## src/rtl/uart_pkg.sv

```systemverilog
// Shared types and helpers for the UART blocks: FSM state encoding, mid-bit
// tick index and the oversample divider calculation.
package uart_pkg;

    typedef enum logic [2:0] {
        IDLE,
        START,
        DATA,
        PARITY,
        STOP,
        BREAK
    } uart_state_t;

    localparam logic [3:0] MID_TICK = 4'd7;

    function automatic int uart_div(input int clk_freq, input int baud, input int oversample);
        return clk_freq / (baud * oversample);
    endfunction

endpackage

```

## src/rtl/uart_baud_tick.sv

```systemverilog
// Oversample tick divider: one-cycle tick every DIV clocks while enabled;
// clr restarts the count so the first tick lands DIV clocks later.
module uart_baud_tick #(
    parameter int DIV = 54
) (
    input  logic clk,
    input  logic rst,
    input  logic en,
    input  logic clr,
    output logic tick
);

    localparam int CW = (DIV > 1) ? $clog2(DIV) : 1;
    localparam logic [CW-1:0] LAST = CW'(DIV - 1);

    logic [CW-1:0] cnt;

    always_ff @(posedge clk or negedge rst) begin
        if (!rst) begin
            cnt <= '0;
        end else if (clr) begin
            cnt <= '0;
        end else if (en) begin
            cnt <= (cnt == LAST) ? '0 : cnt + CW'(1);
        end
    end

    assign tick = en && !clr && (cnt == LAST);

endmodule

```

## src/rtl/uart_byte_rx.sv

```systemverilog
// 8N1 UART receiver, 16x oversampling, bytes out on a valid/ready handshake.
// Define UART_RX_PARITY_EN to add a parity bit (PARITY_ODD selects odd parity).
module uart_byte_rx
    import uart_pkg::*;
#(
    parameter int CLK_FREQ   = 100000000,
    parameter int BAUD       = 115200,
    parameter int OVERSAMPLE = 16,
    parameter int DIV        = uart_div(CLK_FREQ, BAUD, OVERSAMPLE)
`ifdef UART_RX_PARITY_EN
    ,
    parameter bit PARITY_ODD = 1'b0
`endif
) (
    input  logic        clk,
    input  logic        rst,
    input  logic        rx,
    output logic [7:0]  rx_data,
    output logic        rx_valid,
    input  logic        rx_ready,
    output logic        frame_err,
    output logic        overrun,
    output logic        parity_err,
    output logic        busy,
    output uart_state_t fsm_state
);

    logic        rx_meta, rxs;
    uart_state_t state, state_nxt;
    logic [3:0]  tick_cnt, tick_cnt_nxt;
    logic [2:0]  bit_idx, bit_idx_nxt;
    logic [7:0]  shreg, shreg_nxt;
    logic        deliver, deliver_nxt;
    logic        frame_err_nxt;
    logic        tick, tick_en, tick_clr;
`ifdef UART_RX_PARITY_EN
    logic        par_bad, par_bad_nxt;
    logic        parity_err_nxt;
`endif

    always_ff @(posedge clk or negedge rst) begin
        if (!rst) begin
            rx_meta <= 1'b1;
            rxs     <= 1'b1;
        end else begin
            rx_meta <= rx;
            rxs     <= rx_meta;
        end
    end

    assign tick_en = (state != IDLE);

    uart_baud_tick #(.DIV(DIV)) u_tick (
        .clk  (clk),
        .rst  (rst),
        .en   (tick_en),
        .clr  (tick_clr),
        .tick (tick)
    );

    always_ff @(posedge clk or negedge rst) begin
        if (!rst) begin
            state     <= IDLE;
            tick_cnt  <= '0;
            bit_idx   <= '0;
            shreg     <= '0;
            deliver   <= 1'b0;
            frame_err <= 1'b0;
        end else begin
            state     <= state_nxt;
            tick_cnt  <= tick_cnt_nxt;
            bit_idx   <= bit_idx_nxt;
            shreg     <= shreg_nxt;
            deliver   <= deliver_nxt;
            frame_err <= frame_err_nxt;
        end
    end

    // START samples at tick 7 (mid start bit); every later bit is sampled on
    // the 15->0 wrap, which is exactly one bit-time after the previous sample.
    always_comb begin
        state_nxt     = state;
        tick_cnt_nxt  = tick_cnt;
        bit_idx_nxt   = bit_idx;
        shreg_nxt     = shreg;
        deliver_nxt   = 1'b0;
        frame_err_nxt = 1'b0;
        tick_clr      = 1'b0;
`ifdef UART_RX_PARITY_EN
        par_bad_nxt    = par_bad;
        parity_err_nxt = 1'b0;
`endif
        case (state)
            IDLE: begin
                if (!rxs) begin
                    state_nxt    = START;
                    tick_cnt_nxt = '0;
                    tick_clr     = 1'b1;
`ifdef UART_RX_PARITY_EN
                    par_bad_nxt  = 1'b0;
`endif
                end
            end
            START: begin
                if (tick) begin
                    if (tick_cnt == MID_TICK) begin
                        tick_cnt_nxt = '0;
                        if (rxs) begin
                            state_nxt = IDLE;
                        end else begin
                            state_nxt   = DATA;
                            bit_idx_nxt = '0;
                        end
                    end else begin
                        tick_cnt_nxt = tick_cnt + 4'd1;
                    end
                end
            end
            DATA: begin
                if (tick) begin
                    tick_cnt_nxt = tick_cnt + 4'd1;
                    if (tick_cnt == 4'd15) begin
                        shreg_nxt[bit_idx] = rxs;
                        bit_idx_nxt        = bit_idx + 3'd1;
                        if (bit_idx == 3'd7) begin
`ifdef UART_RX_PARITY_EN
                            state_nxt = PARITY;
`else
                            state_nxt = STOP;
`endif
                        end
                    end
                end
            end
`ifdef UART_RX_PARITY_EN
            PARITY: begin
                if (tick) begin
                    tick_cnt_nxt = tick_cnt + 4'd1;
                    if (tick_cnt == 4'd15) begin
                        state_nxt = STOP;
                        if (rxs != ((^shreg) ^ PARITY_ODD)) begin
                            parity_err_nxt = 1'b1;
                            par_bad_nxt    = 1'b1;
                        end
                    end
                end
            end
`endif
            STOP: begin
                if (tick) begin
                    tick_cnt_nxt = tick_cnt + 4'd1;
                    if (tick_cnt == 4'd15) begin
                        if (rxs) begin
`ifdef UART_RX_PARITY_EN
                            deliver_nxt = !par_bad;
`else
                            deliver_nxt = 1'b1;
`endif
                            state_nxt = IDLE;
                        end else begin
                            frame_err_nxt = 1'b1;
                            state_nxt     = BREAK;
                        end
                    end
                end
            end
            BREAK: begin
                if (rxs) state_nxt = IDLE;
            end
            default: state_nxt = IDLE;
        endcase
    end

`ifdef UART_RX_PARITY_EN
    always_ff @(posedge clk or negedge rst) begin
        if (!rst) begin
            par_bad    <= 1'b0;
            parity_err <= 1'b0;
        end else begin
            par_bad    <= par_bad_nxt;
            parity_err <= parity_err_nxt;
        end
    end
`else
    assign parity_err = 1'b0;
`endif

    // Handshake: a byte transfers on any cycle with rx_valid && rx_ready; rx_data
    // holds while rx_valid && !rx_ready, and a byte arriving then is dropped.
    always_ff @(posedge clk or negedge rst) begin
        if (!rst) begin
            rx_data  <= '0;
            rx_valid <= 1'b0;
            overrun  <= 1'b0;
        end else begin
            overrun <= 1'b0;
            if (deliver) begin
                if (!rx_valid || rx_ready) begin
                    rx_data  <= shreg;
                    rx_valid <= 1'b1;
                end else begin
                    overrun <= 1'b1;
                end
            end else if (rx_ready) begin
                rx_valid <= 1'b0;
            end
        end
    end

    assign busy      = (state != IDLE);
    assign fsm_state = state;

endmodule

```

## config.mk

```make
export PLATFORM = sky130hd
export DESIGN_NAME = uart_byte_rx
export DESIGN_NICKNAME = d
export VERILOG_FILES = /design/src/rtl/uart_pkg.sv /design/src/rtl/uart_baud_tick.sv /design/src/rtl/uart_byte_rx.sv
export SDC_FILE = /design/constraint.sdc
export NUM_CORES = 1
export LEC_CHECK = 0
export BUFFER_PORTS_ARGS = -buffer_cell sky130_fd_sc_hd__buf_4
export CAP_MARGIN = 40
export CORE_MARGIN = 2
export CORE_UTILIZATION = 58
export DETAILED_ROUTE_END_ITERATION = 16
export GPL_TIMING_DRIVEN = 1
export PLACE_DENSITY_LB_ADDON = 0.12
export SYNTH_ARGS = -nofsm -noshare
export SYNTH_HDL_FRONTEND = slang
export SYNTH_SLANG_ARGS = --single-unit
```

## constraint.sdc

```tcl
create_clock -name clk -period 2.4 [get_ports clk]
set_input_delay 0.36 -clock clk [delete_from_list [all_inputs] [get_ports clk]]
set_output_delay 0.36 -clock clk [all_outputs]
set_load 0.02 [all_outputs]
```

== After elaboration in Yosys (flattened, before gate mapping) ==
Index checks and enable logic that the tools add are counted.
Widths: inputs -> output; s select.

* Register bits after elaboration: 38

* Magnitude comparators: 2
* Add/subtract/negate cells: 3
* Multiplexer cells: 43
* Equal/unequal tests: 20
* Reduce and logical (&&, ||, !) cells: 19

{| class="wikitable"
|+ Operator list
! kind !! count
|-
| $mux 3 || 15
|-
| $ne 2x2->1 const B || 10
|-
| $mux 6 || 3
|-
| $mux 4 || 4
|-
| $mux 1 || 15
|-
| $pmux 3 s5 || 1
|-
| $pmux 4 s3 || 1
|-
| $eq 3x3->1 const B || 3
|-
| $reduce_and 9->1 || 1
|-
| $bwmux 8 || 1
|-
| $add 6x1->6 const B || 1
|-
| $eq 6x6->1 const B || 1
|-
| $pmux 3 s2 || 1
|-
| $reduce_and 6->1 || 1
|-
| $reduce_bool 2->1 || 3
|-
| $reduce_bool 3->1 || 2
|-
| $add 4x1->4 const B || 1
|-
| $eq 4x3->1 const B || 1
|-
| $eq 4x4->1 const B || 1
|-
| $lt 3x4->1 const B || 1
|-
| $ne 2x1->1 const B || 2
|-
| $reduce_and 2->1 || 2
|-
| $reduce_and 4->1 || 1
|-
| $add 3x1->3 const B || 1
|-
| 11 further kinds || 14
|}

== Depth between registers and ports, before layout ==
Gate-level depths: netlist of the first run.

* Depth in word-level cells: 7
* Gate-level depth with buffers: 7
* Gate-level depth less buffers: 6

== Cells and area by module ==
Synthesis of the first run repeated with hierarchy kept, for this count alone.

* Cell total of the unflattened synthesis: 179
* Area, all modules: 1969.4 µm²

{| class="wikitable"
|+ By module, submodules not included
! module !! times used !! area an instance (µm²) !! sequential area each (µm²) !! cells an instance
|-
| uart_byte_rx || 1 || 1587.8 || 803.3 || 135
|-
| uart_baud_tick || 1 || 381.6 || 150.1 || 44
|}

== Worst setup path after synthesis of the first run ==
No wires, ideal clock.

* Kind: register -> register
* Start point: register state[0], in the netlist fsm_state[0]
* End point: register shreg[2]
* Cell stages (with the launch flop): 6
* Setup time: 125 ps
* Path buffers: 1
* Data arrival time: 1692 ps
* Required time: 2275 ps
* Path slack: 583 ps
* Cell sequence: dfrtp_1 -> buf_2 -> nor3b_2 -> nand3_2 -> nor4_1 -> mux2_2

* Cells in the longest elaborated chain, start to end: 6
* Elaborated cells on any way between the ends: 8

{| class="wikitable"
|+ RTL lines
! what !! RTL line !! source
|-
| from (decl) || uart_byte_rx.sv:29 || <nowiki>uart_state_t state, state_nxt;</nowiki>
|-
| from (signal assigned) || uart_byte_rx.sv:70 || <nowiki>state <= state_nxt;</nowiki>
|-
| $logic_not 3->1 || uart_byte_rx.sv:93 || <nowiki>case (state)</nowiki>
|-
| $mux 1 || uart_byte_rx.sv:93 ||
|-
| $logic_not 1->1 || uart_baud_tick.sv:28 || <nowiki>assign tick = en && !clr && (cnt == LAST);</nowiki>
|-
| $logic_and 1x1->1 (2 in series) || uart_baud_tick.sv:28 ||
|-
| $reduce_and 3->1 (no line) * || - ||
|-
| to (signal assigned) || uart_byte_rx.sv:73 || <nowiki>shreg <= shreg_nxt;</nowiki>
|-
| to (decl) || uart_byte_rx.sv:32 || <nowiki>logic [7:0] shreg, shreg_nxt;</nowiki>
|}

Every way passes the cells marked *; elsewhere a longest branch is shown, timed or not.
A chain may end at the register's enable or synchronous reset.

== Worst setup path in the final report of the first run ==
* Start point: register state[1], in the netlist fsm_state[1]
* End point: register shreg[6]

The elaborated chain is that of the path after synthesis.

==> results of run 1 <==
## path summary, 6_finish.rpt
| check | startpoint | to |
|---|---|---|
| worst max register to register | fsm_state[1]$_DFFE_PN0P_ | shreg[6]$_DFFE_PN0P_ |
| min in group asynchronous | rst | overrun$_DFF_PN0_ |
| worst min-delay path | rx | rx_meta$_DFF_PN1_ |
| worst min register to register | rx_meta$_DFF_PN1_ | rxs$_DFF_PN1_ |
| max in group asynchronous | rst | rxs$_DFF_PN1_ |
| worst max-delay path | fsm_state[1]$_DFFE_PN0P_ | shreg[6]$_DFFE_PN0P_ |
## power by group
group          total (uW)  internal, uW  switching, uW
Clock                 364           141            223
Combinational        21.5          6.14           15.3
Sequential            648           643           4.70
Total                1030           790            243
## critical path, delay by kind of cell, from the launching register on
family | cells | cell delay (ns)
and+or+nand+nor | 3 | 0.97
DFF | 1 | 0.65
muxes | 1 | 0.38
## timing repair
item                      4_1_cts  5_1_grt
buffers inserted                0        0
hold endpoints to repair       36        0
hold buffers                    1        0
## layout by cell type, fill, tap and decap left out, types with 4 or more instances in the layout
master / netlist / final
inv_1: 13 / 13
a21oi_1: 9 / 9
nand2b_1: 4 / 4
a22o_1: 4 / 4
ha_1: 5 / 5
mux2i_1: 4 / 4
nand3_1: 6 / 6
nand2_1: 13 / 13
mux2_2: 16 / 16
dfrtp_1: 36 / 36
nor3_1: 5 / 5
buf_4: 1 / 19
nor2_1: 9 / 9
clkbuf_4: 0 / 5
## cell type report
| class | count | area (um^2) | area share, % |
|---|---|---|---|
| Tap cell | 46 | 57.56 | 2.590 |
| Clock inverter | 2 | 12.51 | 0.5631 |
| Sequential cell | 38 | 953.4 | 42.91 |
| Inverter | 13 | 48.80 | 2.196 |
| Multi-Input combinational cell | 125 | 945.9 | 42.57 |
| Timing Repair Buffer | 20 | 152.6 | 6.869 |
| Clock buffer | 6 | 51.30 | 2.309 |
## stage by stage
step / cell area (um^2) / total power (uW) / utilization, %
5_1_grt: 2222 / 1076 / 66.59
3_5_place_dp: 2148 / 681.7 / 64.38
2_1_floorplan: 2006 / 665.3 / -
3_3_place_gp: 2148 / 680.4 / 64.38
6_report: 2222 / 1033 / 66.59
4_1_cts: 2222 / 1042 / 66.59
## sequential cells by signal (all words and copies together), names as in the netlist, 3 cells and up
name and flops:
rx_data 8, tick_cnt 4, u_tick.cnt 6, shreg 8, fsm_state 3, bit_idx 3
## cells by family (layout without fill, tap and decap cells)
logic type / Yosys count / in the layout / synth area share, %
compound gates: 34 / 34 / 13.10
xor+xnor: 3 / 3 / 1.310
fa+ha+maj: 5 / 5 / 3.119
buf+inv: 26 / 41 / 5.303
flops: 38 / 38 / 47.54
mux: 21 / 21 / 11.54
other cells: 1 / 1 / 0.1870
simple gates: 61 / 61 / 17.90
## metal layers
layer	share of wire, %	global-route usage (%)	wire, um
met1	46	27.52	1733
met2	48	34.81	1791
met3	3.9	5.766	144
met4	1.8	8.056	68
met5	0	0	0
==> qor.yml, run 1 <==
cells_and_area:
  drive_above_1_share_pct: 27.94
  syn_to_final_growth_pct: 10.79
  layoutNonFillerInstCount: 250
  diodes: 0
  fill_cells: 257
  layout.nets: 212
cts:
  cts_num_sinks: 38
  cts_root_buf: "clkbuf_4"
  htreeDepth: 2
  cts_tree: "done"
  cts_buffers: 5
  insertion_delay_ns: 0.35
  cts.repair.resized: 0
  path_clk_slew_ns: 0.12
  ctsLongestPathBuffers: 2
global_route:
  grt_max_degree: 39
  antenna_found_initial: 0
  grt_pass1_vias: 1485
  grt_pass1_wl_um: 6713
  grt_usage_pct: 21.45
  grt-ovfl-total: 0
sta:
  slew_viol_final: 0
  clock.fmax_mhz: 475.4
  fin_setup_tns_ns: 0
  skew_ns: 0.006371
  whs_ns: 0.1045
  slew_headroom_pct: 62.71
  fin_crit_sh_pct: 87.65
  setup_viol: 0
  rsz0062_at_grt: "false"
  fin_ws_ns: 0.2963
  worst_pin_slew_ns: 0.5594
  hold_violations: 0
  min_period_ns: 2.104
placement:
  hpwl_um: 2629
  place_ws_ns: 0.3561
  numPortBuffers: 18
  gp_congestion: 0.8007
  place_inst: 241
logic_synthesis:
  ys_warn_count: 0
  synth_common_cells: "dfrtp_1 (36), mux2_2 (16), inv_1 (13), nand2_1 (13)"
  async_flop_share_pct: 100.0
  netlist.area_leader.share_pct: 44.92
  synth_edf_count: 0
  syn_nets: 198
  postSynthRegisterBits: 38
  syn_inst: 189
  yosysMostFrequentCell: "dfrtp_1"
  ys.flop_type: "dfrtp_1"
  yosys.area.top_type: "dfrtp_1"
  syn_area_per_cell_um2: 10.61
  ys_top_cells_by_area: "dfrtp_1 (45%), mux2_2 (9.0%), ha_1 (3.1%)"
  yosysSeqAreaShare_pct: 47.54
  ys_types: 53
  synth_area_um2: 2006
worst_setup_path:
  cp_slowest_cell: "dfrtp_1"
  endpoint_kind: "flip-flop"
  crit_fanout: 15
  worst_ep_required_time_ns: 2.65
  crit_arrival_ns: 2.35
  slowest_delay_ns: 0.65
  critPathKind: "flip-flop to flip-flop"
  r2r_cells: 4
  crit_chain: "nor3b_2 > nand3_2 > nor4_1 > mux2_2"
  start_kind: "flip-flop"
  r2r_slack_ns: 0.30
pwr:
  power_leakage_uw: 0.001038
  power.density_nw_per_um2: 465.1
  peakVddDrop_uv: 292.1
routing:
  dr.pass1.iters: 4
  dr_total_vias: 1454
  drc: 0
  wl_um: 3737
  antenna_left: 0
  drt_iter0_markers: 68
  routed_via_density: 5.816
  wl_per_cell_um: 14.95
floorplan:
  die-area_um2: 3944
  die_x_um: 62.81
  rows: 21
  core_um2: 3337
  initial_core_util_pct: 60.11
  pin_count: 20
  die_h_um: 62.81
hold_path:
  hold_class: "input port to flip-flop"
  holdPathStages: 1
flow_run:
  drv_cap: 0
outcome:
  run_status: "completed"
No activity file was read; power rests on OpenSTA's default activity.
==> inputs of run 2 (changes only) <==
GPL_TIMING_DRIVEN = not set   (was 1)
PLACE_DENSITY = 0.79   (was not set)
PLACE_DENSITY_LB_ADDON = not set   (was 0.12)
SYNTH_HIERARCHICAL = 1   (was not set)
==> run 2 against run 1 <==
Sequential share of layout area decreased by 1.2 points. Non-clock buffer count is 8 higher. Die area fell by 1.7%. Register-to-register slack worse by 0.23 ns. Area after synthesis decreased by 1.8%. Critical endpoint is now fsm_state[1]$_DFFE_PN0P_. Power is 1.5% lower.
==> qor.yml, run 2 <==
logic_synthesis:
  syn_area_per_cell_um2: 11.00  # was 10.61 um^2
  syn_nets: 188  # was 198
  ys_top_cells_by_area: "dfrtp_1 (46%), mux2_2 (8.0%), ha_1 (3.2%)"  # was dfrtp_1 (45%), mux2_2 (9.0%), ha_1 (3.1%)
  netlist.area_leader.share_pct: 45.74  # was 44.92%
  ys.flop_type: "dfrtp_1"  # unchanged
  ys_warn_count: 6  # was 0
  ys_types: 52  # was 53
  synth_common_cells: "dfrtp_1 (36), mux2_2 (14), nor2_1 (13), nand3_1 (9)"  # was dfrtp_1 (36), mux2_2 (16), inv_1 (13), nand2_1 (13)
  postSynthRegisterBits: 38  # unchanged
  yosysSeqAreaShare_pct: 48.41  # was 47.54%
  synth_edf_count: 0  # unchanged
  syn_inst: 179  # was 189
  async_flop_share_pct: 100.0  # unchanged
  yosysMostFrequentCell: "dfrtp_1"  # unchanged
  synth_area_um2: 1969  # was 2006 um^2
  yosys.area.top_type: "dfrtp_1"  # unchanged
cts:
  cts_tree: "done"  # unchanged
  cts_buffers: 5  # unchanged
  insertion_delay_ns: 0.35  # about the same
  path_clk_slew_ns: 0.11  # was 0.12 ns
  htreeDepth: 2  # unchanged
  cts_num_sinks: 38  # unchanged
  ctsLongestPathBuffers: 2  # unchanged
  cts_root_buf: "clkbuf_4"  # unchanged
sta:
  slew_viol_final: 0  # unchanged
  slew_headroom_pct: 65.54  # was 62.71%
  hold_violations: 0  # unchanged
  min_period_ns: 2.338  # was 2.104 ns
  setup_viol: 0  # unchanged
  worst_pin_slew_ns: 0.5153  # was 0.5594 ns
  rsz0062_at_grt: "true"  # was false
  fin_ws_ns: 0.06224  # was 0.2963 ns
  skew_ns: 0.006089  # was 0.006371 ns
  whs_ns: 0.1064  # was 0.1045 ns
  fin_crit_sh_pct: 97.41  # was 87.65%
  clock.fmax_mhz: 427.8  # was 475.4 MHz
placement:
  place_ws_ns: 0.09888  # was 0.3561 ns
  place_inst: 241  # unchanged
  dpl-instance-area_um2: 2176  # was 2148 um^2
  numPortBuffers: 18  # unchanged
  gp_congestion: 0.8355  # was 0.8007
  hpwl_um: 2672  # was 2629 um
routing:
  routed_via_density: 5.913  # was 5.816
  drt_iter0_markers: 92  # was 68
  antenna_left: 0  # unchanged
  dr.pass1.iters: 4  # unchanged
  wl_per_cell_um: 15.00  # was 14.95 um
  dr_total_vias: 1490  # was 1454
  drc: 0  # unchanged
  wl_um: 3780  # was 3737 um
floorplan:
  rows: 21  # unchanged
  die-area_um2: 3878  # was 3944 um^2
  initial_core_util_pct: 59.49  # was 60.11%
  die_x_um: 62.27  # was 62.81 um
  pin_count: 20  # unchanged
  core_um2: 3311  # was 3337 um^2
  die_h_um: 62.27  # was 62.81 um
pwr:
  switching_power_uw: 226.5  # was 243.1 uW
  p_int_uw: 790.9  # was 790.3 uW
  peakVddDrop_uv: 355.6  # was 292.1 uV
  switching_share_pct: 22.26  # was 23.52%
  power_leakage_uw: 0.001106  # was 0.001038 uW
  seqPwrFrac_pct: 63.3  # was 62.7%
  power.density_nw_per_um2: 442.9  # was 465.1 nW/um^2
  p_comb_share_pct: 2.5  # was 2.1%
  pwr-share-clk_pct: 34.2  # was 35.2%
flow_run:
  drv_cap: 0  # unchanged
cells_and_area:
  finalCoreUtilization_pct: 69.39  # was 66.59%
  layoutNonFillerInstCount: 252  # was 250
  fin_area_um2: 2297  # was 2222 um^2
  drive_above_1_share_pct: 35.92  # was 27.94%
  layout.nets: 214  # was 212
  syn_to_final_growth_pct: 16.65  # was 10.79%
  final_common_cell: "dfrtp_1"  # unchanged
  top_regs: "rx_data x8, shreg x8, u_tick/cnt x6"  # was rx_data x8, shreg x8, u_tick.cnt x6
  layout_common_cells: "dfrtp_1 (32), buf_4 (27), mux2_2 (14)"  # was dfrtp_1 (36), buf_4 (19), mux2_2 (16)
  diodes: 0  # unchanged
global_route:
  grt-ovfl-total: 0  # unchanged
  grt_usage_pct: 20.90  # was 21.45%
  grt_max_degree: 39  # unchanged
  grt_pass1_wl_um: 6437  # was 6713 um
  grt_pass1_vias: 1397  # was 1485
  antenna_found_initial: 0  # unchanged
worst_setup_path:
  cp_num_buf_inv: 2  # was 0
  crit_fanout: 5  # was 15
  endpoint_kind: "flip-flop"  # unchanged
  start_kind: "flip-flop"  # unchanged
  worst_ep_required_time_ns: 2.64  # was 2.65 ns
  cp_slowest_cell: "dfrtp_1"  # unchanged
  critPathKind: "flip-flop to flip-flop"  # unchanged
  crit_chain: "inv_2 > ha_2 > nand4_1 > nor4b_4 > buf_4 > and4_1 > and2_1 > o311ai_4 > mux2_2"  # was nor3b_2 > nand3_2 > nor4_1 > mux2_2
  slowest_delay_ns: 0.43  # was 0.65 ns
  cpLargestDelayFamily: "simple AND/OR/NAND/NOR gates"  # unchanged
  crit_arrival_ns: 2.57  # was 2.35 ns
outcome:
  run_status: "completed"  # unchanged
hold_path:
  hold_class: "input port to flip-flop"  # unchanged
-- run 2: cell types whose count changed after synthesis, moves of 3 or more --
cell / delta
buf_6: +3
clkbuf_1: -4
inv_1: -5
mux2_1: +3
nand2_1: -7
nand3_1: +3
nand4_1: +5
nor2_1: +4
nor3_1: -5
nor4_1: -3
o21ai_0: +5
-- run 2: worst register-to-register path: stages, from the launching register on --
cell      delay, ns
dfrtp_1        0.43
inv_2          0.08
ha_2           0.17
nand4_1        0.20
nor4b_4        0.31
buf_4          0.18
and4_1         0.22
and2_1         0.19
o311ai_4       0.14
mux2_2         0.30
-- run 2: metrics by stage --
stage / power, uW / TNS (ns)
after detailed placement: 681.5 / 0
after global routing: 1067 / -0.1151
final: 1017 / 0
after CTS: 1032 / 0
after global placement: 680.7 / 0
after floorplan: 664.3 / -0.1765
-- run 2: cell type report --
| type | count | area (um^2) |
|---|---|---|
| Fill cell | 258 | 1013 |
| Multi-Input combinational cell | 124 | 974.7 |
| Sequential cell | 38 | 958.4 |
| Timing Repair Buffer | 28 | 212.7 |
| Tap cell | 46 | 57.56 |
| Clock buffer | 6 | 51.30 |
| Inverter | 8 | 30.03 |
| Clock inverter | 2 | 12.51 |
-- run 2: per-layer routing --
layer  up-vias  share of wire [%]  global-route usage, %
li1        705                  -                      -
met1       731                 47                  28.69
met2        50                 46                  31.25
met3         4                6.3                  6.522
met4         0                1.1                  8.056
met5         -                  0                      0
-- run 2: timing repair --
action                                 CTS  global route
setup buffers                            0             2
hold buffers                             1             0
endpoints found under the hold margin   36             0
gates resized for setup                  0             8
setup endpoints to repair                0            14
-- run 2: path summary, 6_finish.rpt --
check / from / endpoint / slack, ns / cells past startpoint
max in group asynchronous: rst / u_tick/cnt[0]$_DFFE_PN0P_ / 1.55 / 2
hold reg to reg: rx_meta$_DFF_PN1_ / rxs$_DFF_PN1_ / 0.37 / 0
hold / removal: rx / rx_meta$_DFF_PN1_ / 0.11 / 1
min in group asynchronous: rst / u_tick/cnt[5]$_DFFE_PN0P_ / 0.49 / 2
setup / recovery: u_tick/cnt[1]$_DFFE_PN0P_ / fsm_state[1]$_DFFE_PN0P_ / 0.06 / 9
setup reg to reg: u_tick/cnt[1]$_DFFE_PN0P_ / fsm_state[1]$_DFFE_PN0P_ / 0.06 / 9
-- run 2: kinds of logic (layout without fill, tap and decap cells) --
| group | count (synthesis) | after routing | synth area share [%] |
|---|---|---|---|
| buffers and inverters | 17 | 44 | 4.701 |
| other | 1 | 1 | 0.1904 |
| flip-flops | 38 | 38 | 48.41 |
| multiplexers | 20 | 20 | 11.31 |
| adder cells (fa/ha/maj) | 5 | 5 | 3.177 |
| AO/OA/AOI/OAI | 33 | 33 | 12.07 |
| XOR/XNOR | 2 | 2 | 0.8896 |
| AND/OR/NAND/NOR | 63 | 63 | 19.25 |
-- run 2: power by group through the flow --
stage	logic, uW	clock network [uW]	registers, uW
after global routing	29.8	393	644
final	25.7	348	644
after global placement	24.7	0	656
after detailed placement	25.5	0	656
after floorplan	7.59	0	657
after CTS	26.8	361	644
==> inputs of run 3 (changes only) <==
BUFFER_PORTS_ARGS = not set   (was -buffer_cell sky130_fd_sc_hd__buf_4)
CORE_UTILIZATION = 48   (was 58)
CTS_CLUSTER_DIAMETER = 80   (was not set)
DONT_BUFFER_PORTS = 1   (was not set)
PLACE_DENSITY = not set   (was 0.79)
==> run 3 against run 2 <==
Critical path depth is 2 lower. Cell area is 2.2% lower. Die area is 19% higher. Routed wire length is 0.16% higher. First-iteration DRC count is 27% lower. Worst hold slack worse by 0.040 ns. Final cell count is 3.6% lower. Largest cell class unchanged. Largest power group unchanged.
==> qor.yml, run 3 (synthesis gave the netlist of run 2 again) <==
outcome:
  run_status: "completed"  # unchanged
pwr:
  p_int_uw: 881.1  # was 790.9 uW
  seqPwrFrac_pct: 57.2  # was 63.3%
  switching_share_pct: 21.72  # was 22.26%
  fin_total_pwr_uw: 1126  # was 1017 uW
  switching_power_uw: 244.5  # was 226.5 uW
  peakVddDrop_uv: 313.3  # was 355.6 uV
  power_leakage_uw: 0.001058  # was 0.001106 uW
  power.density_nw_per_um2: 501.2  # was 442.9 nW/um^2
  pwr-share-clk_pct: 40.5  # was 34.2%
  p_comb_share_pct: 2.4  # was 2.5%
routing:
  drc: 0  # unchanged
  wl_per_cell_um: 15.58  # was 15.00 um
  routed_via_density: 5.782  # was 5.913
  antenna_left: 0  # unchanged
  drt_iter0_markers: 67  # was 92
  wl_um: 3786  # was 3780 um
  dr.pass1.iters: 4  # unchanged
  dr_total_vias: 1405  # was 1490
cts:
  cts_root_buf: "clkbuf_8"  # was clkbuf_4
  insertion_delay_ns: 0.29  # was 0.35 ns
  cts_buffers: 5  # unchanged
  ctsLongestPathBuffers: 2  # unchanged
  cts_num_sinks: 38  # unchanged
  htreeDepth: 2  # unchanged
  cts_tree: "done"  # unchanged
  path_clk_slew_ns: 0.07  # was 0.11 ns
cells_and_area:
  fill_cells: 342  # was 258
  drive_above_1_share_pct: 30.05  # was 35.92%
  multiInputGateArea_um2: 973.4  # was 974.7 um^2
  final_common_cell: "dfrtp_1"  # unchanged
  finalCoreUtilization_pct: 56.55  # was 69.39%
  top_regs: "rx_data x8, shreg x8, u_tick/cnt x6"  # unchanged
  layout.nets: 201  # was 214
  layout_common_cells: "dfrtp_1 (33), mux2_2 (14), buf_4 (13)"  # was dfrtp_1 (32), buf_4 (27), mux2_2 (14)
  syn_to_final_growth_pct: 14.04  # was 16.65%
  fin_area_um2: 2246  # was 2297 um^2
  regArea_um2: 957.2  # was 958.4 um^2
  diodes: 0  # unchanged
global_route:
  grt_util_met1_pct: 23.74  # was 28.69%
  grt-busiest-layer: "met2"  # unchanged
  grt-ovfl-total: 0  # unchanged
  grt_usage_pct: 18.31  # was 20.90%
  antenna_found_initial: 0  # unchanged
  grt_max_degree: 39  # unchanged
  grt_pass1_wl_um: 6313  # was 6437 um
  grt_util_met3_pct: 6.579  # was 6.522%
  met2_usage_pct: 28.16  # was 31.25%
  grt_pass1_vias: 1321  # was 1397
floorplan:
  die_h_um: 68.06  # was 62.27 um
  core_um2: 3971  # was 3311 um^2
  pin_count: 20  # unchanged
  initial_core_util_pct: 49.59  # was 59.49%
  die_x_um: 68.06  # was 62.27 um
  die-area_um2: 4631  # was 3878 um^2
  rows: 23  # was 21
placement:
  hpwl_um: 2575  # was 2672 um
  gp_congestion: 0.8402  # was 0.8355
  place_ws_ns: 0.07198  # was 0.09888 ns
  numPortBuffers: 0  # was 18
  dpl-instance-area_um2: 2083  # was 2176 um^2
sta:
  min_period_ns: 2.245  # was 2.338 ns
  hold_violations: 0  # unchanged
  setup_viol: 0  # unchanged
  fin_crit_sh_pct: 93.52  # was 97.41%
  whs_ns: 0.06640  # was 0.1064 ns
  slew_viol_final: 0  # unchanged
  worst_pin_slew_ns: 0.5435  # was 0.5153 ns
  skew_ns: 0.008472  # was 0.006089 ns
  clock.fmax_mhz: 445.5  # was 427.8 MHz
  slew_headroom_pct: 63.65  # was 65.54%
  rsz0062_at_grt: "false"  # was true
  fin_ws_ns: 0.1555  # was 0.06224 ns
hold_path:
  hold_class: "input port to flip-flop"  # unchanged
worst_setup_path:
  crit_arrival_ns: 2.41  # was 2.57 ns
  crit_fanout: 4  # was 5
  critPathKind: "flip-flop to flip-flop"  # unchanged
  endpoint_kind: "flip-flop"  # unchanged
  worst_ep_required_time_ns: 2.57  # was 2.64 ns
  start_kind: "flip-flop"  # unchanged
flow_run:
  drv_cap: 0  # unchanged
[run 3: routing by layer]
layer / vias to the layer above / wire length [um]
met5: - / 0
met4: 0 / 44
met3: 7 / 207
met2: 36 / 1798
met1: 691 / 1735
li1: 671 / -
[run 3: area by class of cell]
class | instances | share of cell area (%)
Tap cell | 50 | 2.786
Timing Repair Buffer | 15 | 5.682
Multi-Input combinational cell | 124 | 43.34
Inverter | 8 | 1.337
Clock buffer | 6 | 3.677
Sequential cell | 38 | 42.62
Clock inverter | 2 | 0.5571
[run 3: repair_timing]
item / 4_1_cts / 5_1_grt
endpoints found under the hold margin: 38 / 0
buffers inserted: 0 / 1
hold buffers: 2 / 0
gates resized for setup: 0 / 6
setup endpoints to repair: 0 / 14
[run 3: metrics by stage]
stage,cells,TNS [ns]
after CTS,242,0
after detailed placement,232,0
final,243,0
after global routing,243,0
after floorplan,179,-0.1765
after global placement,232,0
[run 3: critical path, cell delays in order (launching register included)]
cell	delay (ns)
dfrtp_2	0.42
or2_2	0.33
nor2_1	0.21
nor4b_4	0.08
and4_1	0.18
and2_1	0.16
o311ai_4	0.37
mux2_2	0.38
[run 3: power groups by stage]
stage | clock, uW | sequential [uW] | combinational [uW]
floorplan | 0 | 657 | 7.59
global placement | 0 | 656 | 9.76
detailed placement | 0 | 656 | 9.92
CTS | 469 | 643 | 28.0
global route | 502 | 643 | 30.5
finish | 456 | 643 | 26.7
[run 3: worst paths after layout]
kind                       depth (start not counted)                     start                         to  slack, ns
setup / recovery                                   7  fsm_state[2]$_DFFE_PN0P_   fsm_state[1]$_DFFE_PN0P_       0.16
hold / removal                                     0                        rx          rx_meta$_DFF_PN1_       0.07
setup reg to reg                                   7  fsm_state[2]$_DFFE_PN0P_   fsm_state[1]$_DFFE_PN0P_       0.16
hold reg to reg                                    0         rx_meta$_DFF_PN1_              rxs$_DFF_PN1_       0.36
max in group asynchronous                          2                       rst              rxs$_DFF_PN1_       1.63
min in group asynchronous                          2                       rst  u_tick/cnt[3]$_DFFE_PN0P_       0.52
